## src/rtl/roulette_judge.sv

```systemverilog
// roulette_judge: watches the HEX roulette segment drive and stops it on a
// debounced pushbutton press. It captures the lit segment, decodes it to an
// index, flags a hit against TARGET and holds the roulette until a second
// debounced press/release pair lets it run again.
// Optional feature macro: ROULETTE_JUDGE_SCORE_EN adds a saturating 4-bit
// hit counter on output 'score'.
module roulette_judge #(
    parameter int         DEBOUNCE_CYCLES = 1000000,
    parameter int         CNT_W           = 20,
    parameter logic [2:0] TARGET          = 3'd0
) (
    input  logic       clk,
    input  logic       nrst,
    input  logic [6:0] seg_n,
    input  logic       key_n,
    output logic       freeze,
    output logic [2:0] pos,
    output logic       pos_valid,
    output logic       hit,
`ifdef ROULETTE_JUDGE_SCORE_EN
    output logic [3:0] score,
`endif
    output logic       err
);

    typedef enum logic [2:0] {
        ST_RUN,
        ST_PRESS_DB,
        ST_HOLD,
        ST_STOPPED,
        ST_RESUME
    } state_t;

    localparam logic [CNT_W-1:0] CNT_LAST = CNT_W'(DEBOUNCE_CYCLES - 1);

    state_t           state_q;
    logic [CNT_W-1:0] dbCnt_q;
    logic             keyMeta_q;
    logic             keySync_q;
    logic             freeze_q;
    logic [2:0]       pos_q;
    logic             posValid_q;
    logic             hit_q;
    logic             err_q;
`ifdef ROULETTE_JUDGE_SCORE_EN
    logic [3:0]       score_q;
`endif

    logic             waitLevel;
    logic             keyMatch;
    logic             cntDone;

    logic [5:0]       oh;
    logic [2:0]       ones;
    logic [2:0]       idx;
    logic             legal;
    logic [2:0]       pos_d;
    logic             hit_d;
    logic             err_d;

    // Two-flop synchronizer; idles at 1 so a reset never looks like a press.
    always_ff @(posedge clk or negedge nrst) begin
        if (!nrst) begin
            keyMeta_q <= 1'b1;
            keySync_q <= 1'b1;
        end else begin
            keyMeta_q <= key_n;
            keySync_q <= keyMeta_q;
        end
    end

    // Level each debouncing state is waiting for: releases in HOLD/RESUME, presses otherwise.
    always_comb begin
        waitLevel = (state_q == ST_HOLD) || (state_q == ST_RESUME);
        keyMatch  = (keySync_q == waitLevel);
        cntDone   = keyMatch && (dbCnt_q == CNT_LAST);
    end

    // Decode the inverted one-hot segment pattern into an index plus legality.
    always_comb begin
        oh   = ~seg_n[5:0];
        ones = 3'd0;
        idx  = 3'd7;
        for (int i = 0; i < 6; i++) begin
            if (oh[i]) begin
                ones = ones + 3'd1;
                idx  = 3'(i);
            end
        end
        legal = (ones == 3'd1) && seg_n[6];
        pos_d = legal ? idx : 3'd7;
        err_d = !legal;
        hit_d = legal && (idx == TARGET);
    end

    // Judge FSM with debounce counter and registered result outputs.
    always_ff @(posedge clk or negedge nrst) begin
        if (!nrst) begin
            state_q    <= ST_RUN;
            dbCnt_q    <= '0;
            freeze_q   <= 1'b0;
            pos_q      <= 3'd7;
            posValid_q <= 1'b0;
            hit_q      <= 1'b0;
            err_q      <= 1'b0;
`ifdef ROULETTE_JUDGE_SCORE_EN
            score_q    <= 4'd0;
`endif
        end else begin
            case (state_q)
                ST_RUN: begin
                    dbCnt_q  <= '0;
                    freeze_q <= 1'b0;
                    if (!keySync_q) begin
                        state_q <= ST_PRESS_DB;
                    end
                end

                ST_PRESS_DB: begin
                    if (!keyMatch) begin
                        state_q <= ST_RUN;
                        dbCnt_q <= '0;
                    end else if (cntDone) begin
                        state_q    <= ST_HOLD;
                        dbCnt_q    <= '0;
                        freeze_q   <= 1'b1;
                        pos_q      <= pos_d;
                        posValid_q <= 1'b1;
                        hit_q      <= hit_d;
                        err_q      <= err_d;
`ifdef ROULETTE_JUDGE_SCORE_EN
                        if (hit_d && !hit_q && (score_q != 4'd15)) begin
                            score_q <= score_q + 4'd1;
                        end
`endif
                    end else begin
                        dbCnt_q <= dbCnt_q + CNT_W'(1);
                    end
                end

                ST_HOLD: begin
                    if (!keyMatch) begin
                        dbCnt_q <= '0;
                    end else if (cntDone) begin
                        state_q <= ST_STOPPED;
                        dbCnt_q <= '0;
                    end else begin
                        dbCnt_q <= dbCnt_q + CNT_W'(1);
                    end
                end

                ST_STOPPED: begin
                    if (!keyMatch) begin
                        dbCnt_q <= '0;
                    end else if (cntDone) begin
                        state_q    <= ST_RESUME;
                        dbCnt_q    <= '0;
                        pos_q      <= 3'd7;
                        posValid_q <= 1'b0;
                        hit_q      <= 1'b0;
                        err_q      <= 1'b0;
                    end else begin
                        dbCnt_q <= dbCnt_q + CNT_W'(1);
                    end
                end

                ST_RESUME: begin
                    if (!keyMatch) begin
                        dbCnt_q <= '0;
                    end else if (cntDone) begin
                        state_q  <= ST_RUN;
                        dbCnt_q  <= '0;
                        freeze_q <= 1'b0;
                    end else begin
                        dbCnt_q <= dbCnt_q + CNT_W'(1);
                    end
                end

                default: begin
                    state_q <= ST_RUN;
                    dbCnt_q <= '0;
                end
            endcase
        end
    end

    assign freeze    = freeze_q;
    assign pos       = pos_q;
    assign pos_valid = posValid_q;
    assign hit       = hit_q;
    assign err       = err_q;
`ifdef ROULETTE_JUDGE_SCORE_EN
    assign score     = score_q;
`endif

endmodule

```

## config.mk

```make
export PLATFORM = sky130hd
export DESIGN_NAME = roulette_judge
export DESIGN_NICKNAME = d
export VERILOG_FILES = /design/src/rtl/roulette_judge.sv
export SDC_FILE = /design/constraint.sdc
export NUM_CORES = 1
export LEC_CHECK = 0
export ABC_AREA = 1
export BUFFER_PORTS_ARGS = -buffer_cell sky130_fd_sc_hd__buf_4
export CORE_MARGIN = 3
export CORE_UTILIZATION = 30
export CTS_CLUSTER_DIAMETER = 50
export CTS_CLUSTER_SIZE = 8
export DETAILED_ROUTE_END_ITERATION = 8
export PLACE_DENSITY_LB_ADDON = 0.3
export REMOVE_ABC_BUFFERS = 1
export SYNTH_ARGS = -nofsm -noshare
export SYNTH_HDL_FRONTEND = slang
export SYNTH_SLANG_ARGS = --single-unit
```

## constraint.sdc

```tcl
create_clock -name clk -period 1.6 [get_ports clk]
set_input_delay 0.32 -clock clk [delete_from_list [all_inputs] [get_ports clk]]
set_output_delay 0.32 -clock clk [all_outputs]
set_load 0.03 [all_outputs]
```

Word-level counts from Yosys, hierarchy flattened
Index checks and enable logic that the tools add are counted.
{"block": "classes", "bitwise_logic": 1, "eq_ne": 17, "mux": 43, "n_addsub": 6, "reduce_logical": 13}
{"operator": "$mux W3", "n": 24}
{"operator": "$mux W20", "n": 3}
{"operator": "$add A20 B1 Y20 const B", "n": 1}
{"operator": "$eq A20 B20 Y1 const B", "n": 1}
{"operator": "$ne A2 B2 Y1 const B", "n": 9}
{"operator": "$pmux W3 S5", "n": 1}
{"operator": "$add A3 B1 Y3 const B", "n": 4}
{"operator": "$reduce_and A5 Y1", "n": 2}
{"operator": "$mux W1", "n": 9}
{"operator": "$reduce_and A8 Y1", "n": 1}
{"operator": "$eq A3 B1 Y1 const B", "n": 2}
{"operator": "$eq A3 B2 Y1 const B", "n": 2}
{"operator": "$logic_not A3 Y1", "n": 2}
{"operator": "$not A6 Y6", "n": 1}
{"operator": "$pmux W1 S2", "n": 3}
{"operator": "$pmux W3 S2", "n": 1}
{"operator": "$reduce_or A4 Y1", "n": 1}
{"operator": "$eq A3 B3 Y1 const B", "n": 1}
{"operator": "$logic_and A1 B1 Y1", "n": 3}
{"operator": "$ne A3 B3 Y1 const B", "n": 1}
{"operator": "$pmux W1 S3", "n": 1}
{"operator": "$reduce_bool A3 Y1", "n": 1}
{"operator": "$add A1 B1 Y2 const B", "n": 1}
{"operator": "$mux W2", "n": 1}
{"operator": "4 further kinds", "n": 4}
{"block": "word_totals", "register_bits": 32, "input_bits": 10, "out_inout_bits": 7, "elab_cells": 89}

Longest topological paths before layout
{"block": "logic_depth", "ltp_word": 18, "ltp_mapped": 23, "ltp_nobuf": 23}

Worst setup path after synthesis
OpenSTA, ideal clock, no wires.
{"block": "synth_path", "path_kind": "input to register", "from": "input port seg_n[0]", "to": "register err_q, in the netlist err", "arrival_ns": 2.689, "setup_time_ns": 0.117, "path_stages": 21, "path_slack_ns": -1.206, "required_ns": 1.483, "path_buffers": 0, "cell_sequence": "inv_1 > ha_1 > inv_1 > nand2_1 > nand2_1 > ha_1 > nand2_1 > nand2_1 > ha_1 > or2_2 > nand2_1 > inv_1 > ha_1 > nand2_1 > nand3_1 > nand2_1 > a21oi_1 > nor2_1 > nand2_1 > nand2_1 > nand2_1"}
{"block": "synth_between", "elab_chain_cells": 18}
{"element": "start, declared", "line": "14", "source": "input logic [6:0] seg_n,"}
{"element": "$not A6 Y6 (*)", "line": "81", "source": "oh = ~seg_n[5:0];"}
{"element": "$mux W1 (*)", "line": "85", "source": "if (oh[i]) begin"}
{"element": "$add A1 B1 Y2", "line": "86", "source": "ones = ones + 3'd1;"}
{"element": "$mux W2 (*)", "line": "85"}
{"element": "$add A3 B1 Y3", "line": "86"}
{"element": "$mux W3 (*)", "line": "85"}
{"element": "$add A3 B1 Y3", "line": "86"}
{"element": "$mux W3 (*)", "line": "85"}
{"element": "[... 2 more ...]"}
{"element": "$add A3 B1 Y3", "line": "86"}
{"element": "$mux W3 (*)", "line": "85"}
{"element": "$eq A3 B1 Y1 (*)", "line": "90", "source": "legal = (ones == 3'd1) && seg_n[6];"}
{"element": "$logic_and A1 B1 Y1 (*)", "line": "90"}
{"element": "$logic_not A1 Y1 (*)", "line": "92", "source": "err_d = !legal;"}
{"element": "$mux W1 (*)", "line": "123", "source": "end else if (cntDone) begin"}
{"element": "$mux W1 (*)", "line": "120", "source": "if (!keyMatch) begin"}
{"element": "$pmux W1 S2 (*)", "line": "110", "source": "case (state_q)"}
{"element": "end signal, assigned", "line": "130", "source": "err_q <= err_d;"}
{"element": "end, declared", "line": "44", "source": "logic err_q;"}
Mark *: on every way between the ends. The rest lies on a longest branch, timed or not. The select of a mux whose other input is x is not followed.
A chain may end at the register's enable or synchronous reset.

Final worst setup path
{"block": "layout_path", "from": "input port seg_n[1]", "to": "register hit_q, in the netlist hit"}
{"block": "layout_between", "elab_chain_cells": 16, "word_cells_on_any_way": 22, "classes_between": "add/sub (4); eq/ne (1); mux (13); bitwise (1); reduce/logical (3)"}
{"element": "$not A6 Y6 (*)", "line": "81"}
{"element": "$mux W2", "line": "85"}
{"element": "$add A3 B1 Y3", "line": "86"}
{"element": "$mux W3", "line": "85"}
{"element": "$add A3 B1 Y3", "line": "86"}
{"element": "$mux W3", "line": "85"}
{"element": "$add A3 B1 Y3", "line": "86"}
{"element": "$mux W3", "line": "85"}
{"element": "$add A3 B1 Y3", "line": "86"}
{"element": "$mux W3", "line": "85"}
{"element": "$eq A3 B1 Y1", "line": "90"}
{"element": "$logic_and A1 B1 Y1", "line": "90"}
{"element": "$logic_and A1 B1 Y1 (*)", "line": "93", "source": "hit_d = legal && (idx == TARGET);"}
{"element": "$mux W1 (*)", "line": "123"}
{"element": "$mux W1 (*)", "line": "120"}
{"element": "$pmux W1 S2 (*)", "line": "110"}
{"element": "end signal, assigned", "line": "129", "source": "hit_q <= hit_d;"}
{"element": "end, declared", "line": "43", "source": "logic hit_q;"}
Marks and branches as above.

==> results.json <==
{
  "outcome": "finished, violations left",
  "violations": "setup timing",
  "gp_congestion": 0.8124,
  "crit_fanout": 5,
  "worst_slew_pin_slew_ns": 0.4459,
  "final_cell_mix": "buf_4, nand2_1, inv_1",
  "rrSetupSlack_ns": -0.08,
  "die_x_um": 90.87,
  "synth_top_area_share_pct": 31.27,
  "pin_count": 17,
  "port_buffers": 16,
  "timing.rr.start": "dbCnt_q[1]",
  "crit_type": "input port to register",
  "timing.fmax_ghz": 0.4128,
  "drt_iter0_drc": 56,
  "stdcell_count": 476,
  "switchingPower_uw": 1295,
  "fin_skew_ns": 0.005867,
  "finalMaxSlewViolations": 0,
  "root_buffer": "clkbuf_8",
  "fin_ws_ns": -0.8225,
  "start_util_pct": 31.29,
  "p_clk_share_pct": 23.2,
  "wl_per_cell_um": 12.03,
  "num_vias": 2185,
  "seqPwrFrac_pct": 28.3,
  "yosysUniqueCellTypes": 31,
  "antenna_found_initial": 0,
  "rsz0062_at_grt": "true",
  "cts_made_buffers": 5,
  "htreeDepth": 2,
  "drt_pass1_iterations": 4,
  "grt_pass1_wl_mm": 9.522,
  "startpoint_type": "input port",
  "die-area_sq_mm": 0.008257,
  "rows": 30,
  "hold_end": "keyMeta_q",
  "syn2layout_area_growth_pct": 53.56,
  "clock_latency_ns": 0.29,
  "ys_ff_latch": 32,
  "relSlewSlack_pct": 70.00,
  "finalWirelength_mm": 5.727,
  "postLayoutCellArea_sq_mm": 0.003318,
  "cap_violations": 0,
  "min-delay-path-class": "input port to register",
  "hp-start": "key_n",
  "dp_hpwl_mm": 3.713,
  "vias_per_cell": 4.590,
  "switching_share_pct": 39.12,
  "synth_cells": 301,
  "r2r-end": "dbCnt_q[15]",
  "arrival_ns": 2.65,
  "drc_errors": 0,
  "cts_max_path_buffers": 2,
  "syn-cell-area_sq_mm": 0.002161,
  "cts_tree": "yes",
  "die_h_um": 90.87,
  "place_ws_ns": -1.454,
  "grt_max_degree": 33,
  "seq_area_frac_synth_pct": 37.35,
  "overflow": 0,
  "avgSynthCellArea_sq_um": 7.179,
  "placed_cells": 447,
  "r2r.worst_path.cells": 10,
  "critPathCaptureType": "register",
  "required_ns": 1.83,
  "power_frac_comb_pct": 48.6,
  "final_core_util_pct": 48.04,
  "layout_commonest_cell": "buf_4",
  "seq_area_sq_um": 809.5,
  "cts_num_sinks": 32,
  "min_period_ns": 2.423,
  "power_leakage_uw": 0.001598,
  "hold_depth": 1,
  "vdd.ir_drop.worst_mv": 0.4297,
  "multi_input_area_sq_mm": 0.001488,
  "nNetsFinal": 396,
  "ant_nets": 0,
  "core_sq_mm": 0.006907,
  "placed_area_sq_mm": 0.002653,
  "yosysWarnings": 0,
  "grt_util_all_layers_pct": 13.87,
  "p_per_area_mw_per_mm2": 997.3,
  "synthTopCellsByArea": "dfrtp_1, nand2_1, inv_1",
  "diodes": 0,
  "period_share_pct": 151.4,
  "path_clk_slew_ns": 0.07,
  "setup_viol": 11,
  "p_int_uw": 2015,
  "hold_violations": 0,
  "grt_pass1_vias": 2116,
  "yosysTopAreaCell": "dfrtp_1",
  "drive_gt1_share_pct": 43.42,
  "nFillCells": 668
}
==> how the worst max path moves through the flow <==
stage | startpoint | cells past startpoint | end
floorplan | seg_n[0] | 21 | err
detailed placement | seg_n[0] | 22 | pos[2]
CTS | seg_n[0] | 22 | hit
finish | seg_n[1] | 21 | hit
global route | seg_n[1] | 22 | pos[1]
global placement | seg_n[0] | 21 | pos[1]
==> metal layers <==
layer	vias to the layer above	track usage (%)	part of all wire, %
met2	26	22.61	49
met1	1029	18.04	47
met4	0	5.779	2.2
li1	1117	-	-
met5	-	0	0
met3	13	2.500	2.1
==> power by group through the flow <==
| stage | Combinational [uW] | Clock [uW] | Sequential [uW] |
|---|---|---|---|
| 6_report | 1610 | 767 | 935 |
| 5_1_grt | 1760 | 816 | 950 |
| 4_1_cts | 1320 | 786 | 927 |
| 3_5_place_dp | 1040 | 0 | 942 |
| 3_3_place_gp | 1040 | 0 | 940 |
| 2_1_floorplan | 675 | 0 | 936 |
==> flip-flops by register name (all words and copies together) (netlist names) <==
| register | cells |
|---|---|
| dbCnt_q | 20 |
| freeze | 1 |
| hit | 1 |
| err | 1 |
| keyMeta_q | 1 |
| pos_valid | 1 |
| state_q | 3 |
| pos | 3 |
| keySync_q | 1 |
==> stage by stage <==
step | TNS [ns] | hold slack, ns | total power [uW]
6_report | -4.288 | 0.1393 | 3309
5_1_grt | -5.788 | 0.1268 | 3528
4_1_cts | -3.816 | 0.1295 | 3035
3_5_place_dp | -7.197 | 0.2913 | 1987
3_3_place_gp | -6.888 | 0.2833 | 1982
2_1_floorplan | -5.978 | 0.02441 | 1611
==> critical path: stages <==
cell and delay, ns:
buf_8 0.10, buf_6 0.11, ha_4 0.15, nand2_2 0.06
buf_4 0.10, buf_4 0.09, buf_4 0.09, nand3_1 0.13
nand2_4 0.12, ha_4 0.19, or2_4 0.23, nand2_4 0.07
inv_4 0.04, ha_4 0.15, nand2_2 0.07, nand3_2 0.06
nand2_2 0.09, a21oi_2 0.05, nor2_4 0.17, nand4_1 0.14
nand2_1 0.09
==> timing repair <==
item / CTS / global route
hold buffers: 1 / 0
resized for setup: 46 / 55
cloned: 1 / 0
pin swaps: 29 / 34
endpoints found under the hold margin: 27 / 0
buffers inserted: 12 / 7
endpoints found under the setup margin: 11 / 26
==> synth_stat cells, drive strengths merged <==
library cell	n
a21boi	1
a21oi	7
a41oi	1
buf	1
clkinv	1
dfrtp	27
dfstp	5
ha	7
inv	50
nand2	79
nand3	34
nand3b	1
nand4	10
nor2	43
nor3	9
nor3b	3
nor4	1
o2111ai	1
o21ai	9
o21bai	1
o31ai	1
or2	1
xor2	8
==> logic make-up after synthesis <==
kind of cell,after synthesis,synth area share [%]
buffers and inverters,52,9.438
flip-flops,32,37.35
AND/OR/NAND/NOR,181,39.72
adder cells (fa/ha/maj),7,4.053
AO/OA/AOI/OAI,21,6.196
XOR/XNOR,8,3.243
==> layout make-up <==
class / count / share of cell area, %
multi-input combinational: 218 / 44.83
sequential: 32 / 24.40
timing repair buffer: 71 / 17.61
inverter: 51 / 6.297
tap: 96 / 3.620
clock buffer: 6 / 2.187
clock inverter: 2 / 1.056
Power figures use the tool's default switching activity.
